<file path="src/rtl/btn_press_gen_pkg.sv">
// Shared types and defaults for the emulated push-button press generator.
package btn_press_gen_pkg;

  typedef enum logic [1:0] {
    ST_IDLE   = 2'd0,
    ST_PRESS  = 2'd1,
    ST_GAP    = 2'd2,
    ST_FINISH = 2'd3
  } state_t;

  localparam int unsigned DEF_CNT_W        = 4;
  localparam int unsigned DEF_PRESS_CYCLES = 4;
  localparam int unsigned DEF_GAP_CYCLES   = 4;

  // Bits needed to hold the larger of the two phase lengths.
  function automatic int unsigned timer_width(input int unsigned press_cycles,
                                              input int unsigned gap_cycles);
    int unsigned longest;
    longest = (press_cycles > gap_cycles) ? press_cycles : gap_cycles;
    return $clog2(longest + 1);
  endfunction

endpackage

</file>
<file path="src/rtl/btn_press_gen_cycle_timer.sv">
// Loadable down-counter timing the PRESS and GAP phases.
// last is high while the count sits at zero, i.e. in the final cycle of a phase
// that was loaded with (length - 1).
module cycle_timer #(
  parameter int unsigned W = 3
) (
  input  logic         clk,
  input  logic         rst,
  input  logic         load,
  input  logic [W-1:0] load_val,
  output logic         last
);

  logic [W-1:0] count;

  // Load on strobe, otherwise count down and hold at zero.
  always_ff @(posedge clk) begin
    if (rst) begin
      count <= '0;
    end else if (load) begin
      count <= load_val;
    end else if (count != '0) begin
      count <= count - W'(1);
    end
  end

  assign last = (count == '0);

endmodule

</file>
<file path="src/rtl/btn_press_gen.sv">
// Emits N clean active-low press pulses with programmable press/gap widths.
// Optional feature: define BTN_PRESS_ABORT_EN to add abort_i, which cuts a
// running sequence short (button released, remaining cleared, done_o pulsed).
module btn_press_gen
  import btn_press_gen_pkg::*;
#(
  parameter int unsigned CNT_W        = DEF_CNT_W,
  parameter int unsigned PRESS_CYCLES = DEF_PRESS_CYCLES,
  parameter int unsigned GAP_CYCLES   = DEF_GAP_CYCLES
) (
  input  logic             clk_i,
  input  logic             rst_i,
  input  logic             start_i,
  input  logic [CNT_W-1:0] count_i,
`ifdef BTN_PRESS_ABORT_EN
  input  logic             abort_i,
`endif
  output logic             busy_o,
  output logic             done_o,
  output logic [CNT_W-1:0] remaining_o,
  output logic             btn_n_o
);

  localparam int unsigned TMR_W = timer_width(PRESS_CYCLES, GAP_CYCLES);
  localparam logic [TMR_W-1:0] PRESS_LOAD = TMR_W'(PRESS_CYCLES - 1);
  localparam logic [TMR_W-1:0] GAP_LOAD   = TMR_W'(GAP_CYCLES - 1);

  state_t           state, state_next;
  logic [CNT_W-1:0] remaining, rem_next;
  logic             tmr_load;
  logic [TMR_W-1:0] tmr_val;
  logic             tmr_last;
  logic             busy_next, done_next, btn_n_next;

`ifdef BTN_PRESS_ABORT_EN
  // Set for the first FINISH cycle after an abort so done_o is delayed by one.
  logic             abort_hold, hold_next;
`endif

  cycle_timer #(
    .W(TMR_W)
  ) u_timer (
    .clk      (clk_i),
    .rst      (rst_i),
    .load     (tmr_load),
    .load_val (tmr_val),
    .last     (tmr_last)
  );

  // Next-state, remaining-count and timer-load decisions.
  always_comb begin
    state_next = state;
    rem_next   = remaining;
    tmr_load   = 1'b0;
    tmr_val    = '0;
`ifdef BTN_PRESS_ABORT_EN
    hold_next  = 1'b0;
`endif
    unique case (state)
      ST_IDLE: begin
        if (start_i) begin
          rem_next = count_i;
          if (count_i != '0) begin
            state_next = ST_PRESS;
            tmr_load   = 1'b1;
            tmr_val    = PRESS_LOAD;
          end else begin
            state_next = ST_FINISH;
          end
        end
      end
      ST_PRESS: begin
        if (tmr_last) begin
          if (remaining != '0) begin
            rem_next = remaining - CNT_W'(1);
          end
          state_next = ST_GAP;
          tmr_load   = 1'b1;
          tmr_val    = GAP_LOAD;
        end
      end
      ST_GAP: begin
        if (tmr_last) begin
          if (remaining != '0) begin
            state_next = ST_PRESS;
            tmr_load   = 1'b1;
            tmr_val    = PRESS_LOAD;
          end else begin
            state_next = ST_FINISH;
          end
        end
      end
      ST_FINISH: begin
`ifdef BTN_PRESS_ABORT_EN
        if (abort_hold) begin
          state_next = ST_FINISH;
        end else begin
          state_next = ST_IDLE;
        end
`else
        state_next = ST_IDLE;
`endif
      end
      default: begin
        state_next = ST_IDLE;
      end
    endcase
`ifdef BTN_PRESS_ABORT_EN
    if (abort_i && (state == ST_PRESS || state == ST_GAP)) begin
      state_next = ST_FINISH;
      rem_next   = '0;
      tmr_load   = 1'b0;
      hold_next  = 1'b1;
    end
`endif
  end

  // Outputs are registered copies derived from the upcoming state.
  always_comb begin
    btn_n_next = (state_next != ST_PRESS);
    busy_next  = (state_next == ST_PRESS) || (state_next == ST_GAP);
`ifdef BTN_PRESS_ABORT_EN
    done_next  = (state_next == ST_FINISH) && !hold_next;
`else
    done_next  = (state_next == ST_FINISH);
`endif
  end

  // State, count and output registers.
  always_ff @(posedge clk_i) begin
    if (rst_i) begin
      state     <= ST_IDLE;
      remaining <= '0;
      btn_n_o   <= 1'b1;
      busy_o    <= 1'b0;
      done_o    <= 1'b0;
    end else begin
      state     <= state_next;
      remaining <= rem_next;
      btn_n_o   <= btn_n_next;
      busy_o    <= busy_next;
      done_o    <= done_next;
    end
  end

`ifdef BTN_PRESS_ABORT_EN
  // Abort hold flag.
  always_ff @(posedge clk_i) begin
    if (rst_i) begin
      abort_hold <= 1'b0;
    end else begin
      abort_hold <= hold_next;
    end
  end
`endif

  assign remaining_o = remaining;

endmodule

</file>
<file path="config.mk">
export PLATFORM = sky130hd
export DESIGN_NAME = btn_press_gen
export DESIGN_NICKNAME = d
export VERILOG_FILES = /design/src/rtl/btn_press_gen_pkg.sv /design/src/rtl/btn_press_gen_cycle_timer.sv /design/src/rtl/btn_press_gen.sv
export SDC_FILE = /design/constraint.sdc
export NUM_CORES = 1
export LEC_CHECK = 0
export CAP_MARGIN = 10
export CORE_MARGIN = 1
export CORE_UTILIZATION = 37
export DETAILED_ROUTE_END_ITERATION = 8
export GPL_TIMING_DRIVEN = 0
export PLACE_DENSITY = 0.67
export SYNTH_ARGS = -nofsm -noshare
export SYNTH_HDL_FRONTEND = slang
export SYNTH_SLANG_ARGS = --single-unit
</file>
<file path="constraint.sdc">
create_clock -name clk_i -period 2 [get_ports clk_i]
set_input_delay 0.3 -clock clk_i [delete_from_list [all_inputs] [get_ports clk_i]]
set_output_delay 0.3 -clock clk_i [all_outputs]
set_load 0.01 [all_outputs]
</file>
After elaboration in Yosys (flattened, before gate mapping)

Index checks and enable logic that the tools add are counted.

Flip-flop bits (word level): 12
Output and inout bits: 7
Logic and storage cells: 51

Add/subtract/negate cells: 2
Equality and inequality tests: 10
Mux-type cells: 24
Reduce and logical (&&, ||, !) cells: 9

Operators by type and width:

| kind                | count |
|---|---|
| $mux 2              | 10 |
| $mux 4              | 3 |
| $eq 2x2->1 const B  | 4 |
| $pmux 2 s4          | 1 |
| $pmux 4 s2          | 1 |
| $reduce_bool 4->1   | 2 |
| $mux 3              | 2 |
| $ne 2x2->1 const B  | 3 |
| $pmux 2 s3          | 1 |
| $mux 1              | 5 |
| $eq 2x1->1 const B  | 2 |
| $reduce_and 4->1    | 1 |
| $reduce_bool 2->1   | 2 |
| $sub 4x1->4 const B | 1 |
| $logic_not 3->1     | 1 |
| $pmux 1 s3          | 1 |
| $reduce_bool 3->1   | 1 |
| $sub 3x1->3 const B | 1 |
| $logic_not 2->1     | 1 |
| $ne 2x1->1 const B  | 1 |
| $logic_or 1x1->1    | 1 |

Logic depth before layout (Yosys ltp)

Gate-level depths: netlist (run 1).

Depth in word-level cells: 6
Depth in mapped cells: 9

Modules after synthesis

Synthesis (run 1) repeated with hierarchy kept, for this count alone.

Cell total of the unflattened synthesis: 84
Area, all modules: 800.8 um^2

Modules (own cells, without submodules):

| module        | times used | cells each | area an instance (um^2) | sequential area each (um^2) |
|---|---|---|---|---|
| btn_press_gen | 1          | 62         | 594.3                   | 180.2 |
| cycle_timer   | 1          | 22         | 206.4                   | 60.1 |

Worst setup path after synthesis (run 1)

OpenSTA, ideal clock, no wires.

Kind: register to register
From: reg remaining[0] (netlist: remaining_o[0])
To: reg busy_o
Setup time: 127 ps
Arrival: 1,625 ps
Setup slack: 248 ps
Stages on the path, launching flop included: 8
Path buffers: 0
Cells stage by stage: dfxtp_1 inv_1 ha_1 nor3b_2 o21bai_1 a221o_1 ha_1 nor2_1

Cells in the longest elaborated chain, start to end: 6

Ends and longest elaborated chain:

| element                                         | line                 | source |
|---|---|---|
| start: declaration                              | btn_press_gen.sv:29  | `logic [CNT_W-1:0] remaining, rem_next;` |
| start signal: assignment                        | btn_press_gen.sv:139 | `remaining <= rem_next;` |
| $reduce_bool 4->1 *                             | btn_press_gen.sv:84  | `if (remaining != '0) begin` |
| $mux 2 *                                        | btn_press_gen.sv:84  |  |
| $mux 2 *                                        | btn_press_gen.sv:83  | `if (tmr_last) begin` |
| $pmux 2 s4 *                                    | btn_press_gen.sv:59  | `unique case (state)` |
| $eq 2x1->1 / $eq 2x2->1 (equally long branches) | btn_press_gen.sv:121 | `busy_next = (state_next == ST_PRESS) \|\| (state_next == ST_GAP);` |
| $logic_or 1x1->1 *                              | btn_press_gen.sv:121 |  |
| end signal: assignment                          | btn_press_gen.sv:141 | `busy_o <= busy_next;` |
| end: declaration                                | btn_press_gen.sv:18  | `output logic busy_o,` |

Every way passes the cells marked *; elsewhere a longest branch is shown, timed or not.
A chain may end at the register's enable or synchronous reset.

Worst setup path in the final report (run 1)

From: in count_i[0]
To: reg busy_o

Cells in the longest elaborated chain, start to end: 6

Ends and longest elaborated chain:

| element                                         | line                 | source |
|---|---|---|
| start: declaration                              | btn_press_gen.sv:14  | `input logic [CNT_W-1:0] count_i,` |
| $reduce_bool 4->1 *                             | btn_press_gen.sv:63  | `if (count_i != '0) begin` |
| $mux 2 *                                        | btn_press_gen.sv:63  |  |
| $mux 2 *                                        | btn_press_gen.sv:61  | `if (start_i) begin` |
| $pmux 2 s4 *                                    | btn_press_gen.sv:59  |  |
| $eq 2x1->1 / $eq 2x2->1 (equally long branches) | btn_press_gen.sv:121 |  |
| $logic_or 1x1->1 *                              | btn_press_gen.sv:121 |  |

Marked as above.

==> flow_summary.json, run 1 <==
{
  "status": "finished clean",
  "overflow": 0,
  "initial_utilization": 0.4042,
  "fill_cells": 172,
  "synth_edf_count": 0,
  "ys_dominant_reg_cell": "dfxtp_1",
  "stdcell_area_sq_um": 924.6,
  "instances_no_fill": 120,
  "nNetsFinal": 108,
  "setup-tns-final_ns": 0,
  "drt_iter0_markers": 3,
  "synth.avg_cell_area_sq_um": 9.240,
  "layout_commonest_cell": "clkdlybuf4s50_1",
  "core_area_sq_um": 1783,
  "clk_pin_slew_ns": 0.08,
  "hpwl_um": 1016,
  "area_growth_pct": 28.30,
  "pre_cts_ws_ns": -0.08726,
  "avgRoutedWirePerCell_um": 11.14,
  "hold_viol_final": 0,
  "rows": 15,
  "syn_nets": 90,
  "rsz0062_at_grt": "false",
  "gp_congestion": 0.8084,
  "p_leak_nw": 0.3573,
  "fin_total_pwr_mw": 1.347,
  "fin_worst_skew_ns": 0.002271,
  "postRouteAntennaNets": 0,
  "htreeDepth": 1,
  "placed_area_sq_um": 882.1,
  "path_class": "in2reg",
  "ios": 14,
  "antenna-diode-count": 0,
  "dr_total_vias": 589,
  "drive_gt1_frac": 0.1474,
  "syn_inst": 78,
  "period_minus_slack_ns": 1.836,
  "setup_slack_ns": 0.1642,
  "fin_hold_ws_ns": 0.5498,
  "clk_latency_ns": 0.28,
  "first_global_vias": 513,
  "root_buffer": "clkbuf_4",
  "dieWidth_um": 46.14,
  "numCtsBuffers": 3,
  "clock_path_buffers": 2,
  "cts_tree": "yes",
  "postCtsSetupRepairBufs": 0,
  "grt_usage": 0.1401,
  "ys_seq_elements": 12,
  "seq_area_frac_synth": 0.3333,
  "cp-end-kind": "register",
  "wirelength_met1_um": 624,
  "via_per_inst": 4.908,
  "slew_viol_final": 0,
  "die_y_um": 46.14,
  "yosysWarnings": 0,
  "fin_crit_sh": 0.9179,
  "worst_slew_pin_slew_ns": 0.4699,
  "highest_layer": "met4",
  "dp.cells": 116,
  "critPathMaxFanout": 3,
  "ir_drop_uv": 729.9,
  "dr.pass1.iters": 4,
  "mostFrequentLayoutCells": "clkdlybuf4s50_1 (13), dfxtp_1 (12), nand2b_1 (8), o21ai_1 (6), a21oi_1 (6)",
  "synth.distinct_cells": 30,
  "dr_wl_met3_um": 26,
  "async_reset_ff_frac": 0,
  "antenna_found_initial": 0,
  "postLayoutCoreUtil": 0.5186,
  "wl_met2_um": 676,
  "setup_violations": 0,
  "worstPathArrival_ns": 2.05,
  "clkSinkCount": 12,
  "synthesis.area_sq_um": 720.7,
  "dieArea_sq_um": 2128,
  "drc_errors": 0,
  "max_freq_mhz": 544.7,
  "routed_wl_um": 1337,
  "powerDensity_nw_per_um2": 1457,
  "grt_pass1_wl_um": 2097,
  "hold_class": "reg2reg",
  "io_buffers": 13,
  "required_ns": 2.22,
  "grt_max_degree": 11,
  "max_cap_violations": 0,
  "cp-start-kind": "input pin",
  "relSlewSlack": 0.6867
}
==> critical path, stage by stage <==
cell and delay (ns):
clkdlybuf4s50_1 0.44, nor4_1 0.45, a211oi_1 0.14, a221o_1 0.33
ha_1 0.30, nor2_1 0.09
==> cell families after synthesis <==
logic type / Yosys count / synth area share
fa+ha+maj: 5 / 0.08681
buf+inv: 10 / 0.07639
compound gates: 23 / 0.2465
mux: 2 / 0.02951
simple gates: 26 / 0.2274
flops: 12 / 0.3333
==> sequential cells by signal, summed over array words and instances, names as in the netlist <==
| signal | cells |
|---|---|
| remaining_o | 4 |
| done_o | 1 |
| state | 2 |
| busy_o | 1 |
| btn_n_o | 1 |
| u_timer.count | 3 |
==> worst paths after layout <==
check                                 from                             to  slack (ns)  cells after the start
max                             count_i[0]              busy_o$_SDFF_PP0_        0.16                      6
min          u_timer.count[1]$_SDFFE_PP0P_  u_timer.count[1]$_SDFFE_PP0P_        0.55                      2
max reg2reg    remaining_o[0]$_SDFFE_PP0P_              busy_o$_SDFF_PP0_        0.17                      7
min reg2reg  u_timer.count[1]$_SDFFE_PP0P_  u_timer.count[1]$_SDFFE_PP0P_        0.55                      2
==> routing by layer <==
metal,vias to the layer above,GRT usage
met3,2,0.03529
met4,0,0.05294
met1,272,0.1690
met2,5,0.2366
li1,310,-
met5,-,0
==> power breakdown <==
part | total [mW] | internal, mW | switching (mW)
Combinational | 0.751 | 0.391 | 0.360
Sequential | 0.396 | 0.326 | 0.0699
Clock | 0.201 | 0.111 | 0.0901
==> final cells by class <==
class	instances	area, sq um	area share
Timing Repair Buffer	13	130.1	0.1407
Tap cell	25	31.28	0.03383
Inverter	5	18.77	0.02030
Clock buffer	4	36.28	0.03924
Multi-Input combinational cell	56	431.7	0.4668
Sequential cell	12	240.2	0.2598
Buffer	5	36.28	0.03924
==> cell usage after synthesis, drive strengths merged (2+ instances only) <==
master   n  area [sq um]
buf      4         32.53
nor3b    2         20.02
nor4     2         12.51
dfxtp   12         240.2
nand2b   9         63.81
nand2    3         11.26
ha       5         62.56
inv      5         18.77
a211oi   2         15.01
nor2b    3         18.77
o21ai    6         30.03
a21oi    7         38.79
o21bai   2         15.01
nor2     4         15.01
==> what timing repair did <==
item	in CTS	in global routing
endpoints found under the setup margin	0	1
hold buffers	0	0
gates resized for setup	0	1
endpoints found under the hold margin	0	0
Power figures use the tool's default switching activity.
==> run 2, diff against run 1 <==
Settings changed: CORE_MARGIN 1 to 2.
==> flow_summary.json, run 2 (synthesis gave the netlist of run 1 again) <==
{
  "clkSinkCount": 12,
  "clk_pin_slew_ns": 0.07,
  "layout_commonest_cell": "clkdlybuf4s50_1",
  "dr_total_vias": 598,
  "p_leak_nw": 0.3501,
  "dieArea_sq_um": 2317,
  "grt_max_degree": 11,
  "worstPathArrival_ns": 2.05,
  "setup_slack_ns": 0.1546,
  "hold_class": "reg2reg",
  "routed_wl_um": 1421,
  "ir_drop_uv": 773.7,
  "postLayoutCoreUtil": 0.5109,
  "max_cap_violations": 0,
  "io_buffers": 13,
  "critPathMaxFanout": 6,
  "powerDensity_nw_per_um2": 1430,
  "fin_worst_skew_ns": 0.002895,
  "dr.pass1.iters": 4,
  "fin_crit_sh": 0.9227,
  "antenna-diode-count": 0,
  "largest_reg_flops": 4,
  "worst_slew_pin_slew_ns": 0.4919,
  "required_ns": 2.20,
  "fin_hold_ws_ns": 0.5612,
  "numCtsBuffers": 3,
  "hold_viol_final": 0,
  "grt_pass1_wl_um": 2208,
  "grt_usage": 0.1435,
  "slew_viol_final": 0,
  "relSlewSlack": 0.6721,
  "period_minus_slack_ns": 1.845,
  "postCtsSetupRepairBufs": 0,
  "core_area_sq_um": 1783,
  "area_growth_pct": 26.39,
  "cp-end-kind": "register",
  "path_cells": "inv_1 > ha_1 > nor3b_4 > o21bai_1 > a221o_1 > ha_1 > nor2_1",
  "postRouteAntennaNets": 0,
  "placed_area_sq_um": 882.1,
  "cp-start-kind": "register",
  "crit_family": "adder cells",
  "ios": 14,
  "critPathBufInv": 1,
  "ctsHoldBuffers": 0,
  "nNetsFinal": 108,
  "root_buffer": "clkbuf_4",
  "htreeDepth": 1,
  "drive_gt1_frac": 0.1383,
  "avgRoutedWirePerCell_um": 11.94,
  "path_common_cell": "ha_1",
  "initial_utilization": 0.4042,
  "rows": 15,
  "cts_tree": "yes",
  "hpwl_um": 1070,
  "via_per_inst": 5.025,
  "clk_latency_ns": 0.26,
  "max_freq_mhz": 541.9,
  "status": "finished clean",
  "mostFrequentLayoutCells": "clkdlybuf4s50_1 (13), dfxtp_1 (12), nand2b_1 (8), o21ai_1 (6), a21oi_1 (6)",
  "first_global_vias": 508,
  "stdcell_area_sq_um": 910.9,
  "overflow": 0,
  "max_stage_delay_ns": 0.38,
  "dieWidth_um": 48.14,
  "path_class": "reg2reg",
  "gp_congestion": 0.8305,
  "pre_cts_ws_ns": -0.09008,
  "drt_iter0_markers": 6,
  "drc_errors": 0,
  "rsz0062_at_grt": "false",
  "antenna_found_initial": 0,
  "slowest_stage": "dfxtp_1",
  "die_y_um": 48.14,
  "setup_violations": 0,
  "clock_path_buffers": 2
}
==> run 2: cell types whose count changed in the layout (fill, tap and decap cells not counted) <==
cell      change
clkbuf_8      -1
==> run 2: tightest hold or removal path: cells and delay by family (launching register included) <==
kind | cells | cell delay (ns)
DFF | 1 | 0.32
AOI/OAI and AO/OA | 2 | 0.19
==> run 2: path summary, 6_finish.rpt <==
path / startpoint / endpoint / slack (ns) / cells past startpoint
worst min-delay path: u_timer.count[0]$_SDFFE_PP0P_ / u_timer.count[0]$_SDFFE_PP0P_ / 0.56 / 2
worst max-delay path: remaining_o[0]$_SDFFE_PP0P_ / busy_o$_SDFF_PP0_ / 0.15 / 7
worst min register to register: u_timer.count[0]$_SDFFE_PP0P_ / u_timer.count[0]$_SDFFE_PP0P_ / 0.56 / 2
worst max register to register: remaining_o[0]$_SDFFE_PP0P_ / busy_o$_SDFF_PP0_ / 0.15 / 7
==> run 2: report_power, final <==
part	switching, mW	internal, mW	leakage [nW]
combinational	0.372	0.391	0.237
clock	0.0722	0.0696	0.0138
sequential	0.0724	0.326	0.0994
==> run 2: final cells by class <==
cell class | count | area [sq um]
sequential | 12 | 240.2
clock buffer | 3 | 22.52
timing repair buffer | 13 | 130.1
fill | 173 | 872.1
multi-input combinational | 56 | 431.7
inverter | 5 | 18.77
tap | 25 | 31.28
buffer | 5 | 36.28
==> run 2: per-layer routing <==
layer / global-route usage / up-vias / wire, um
li1: - / 307 / -
met1: 0.1700 / 282 / 672
met2: 0.2240 / 7 / 678
met3: 0.06296 / 2 / 49
met4: 0.06486 / 0 / 21
met5: 0 / - / 0
==> run 2: through the flow <==
stage	TNS [ns]	total power [mW]	cells
3_3_place_gp	-0.1397	1.125	116
2_1_floorplan	0	0.9406	78
3_5_place_dp	-0.1225	1.150	116
5_1_grt	0	1.437	119
4_1_cts	0	1.297	119
6_report	0	1.303	119
==> run 2: timing repair <==
item,4_1_cts,5_1_grt
endpoints found under the setup margin,0,2
endpoints found under the hold margin,0,0
resized for setup,0,1
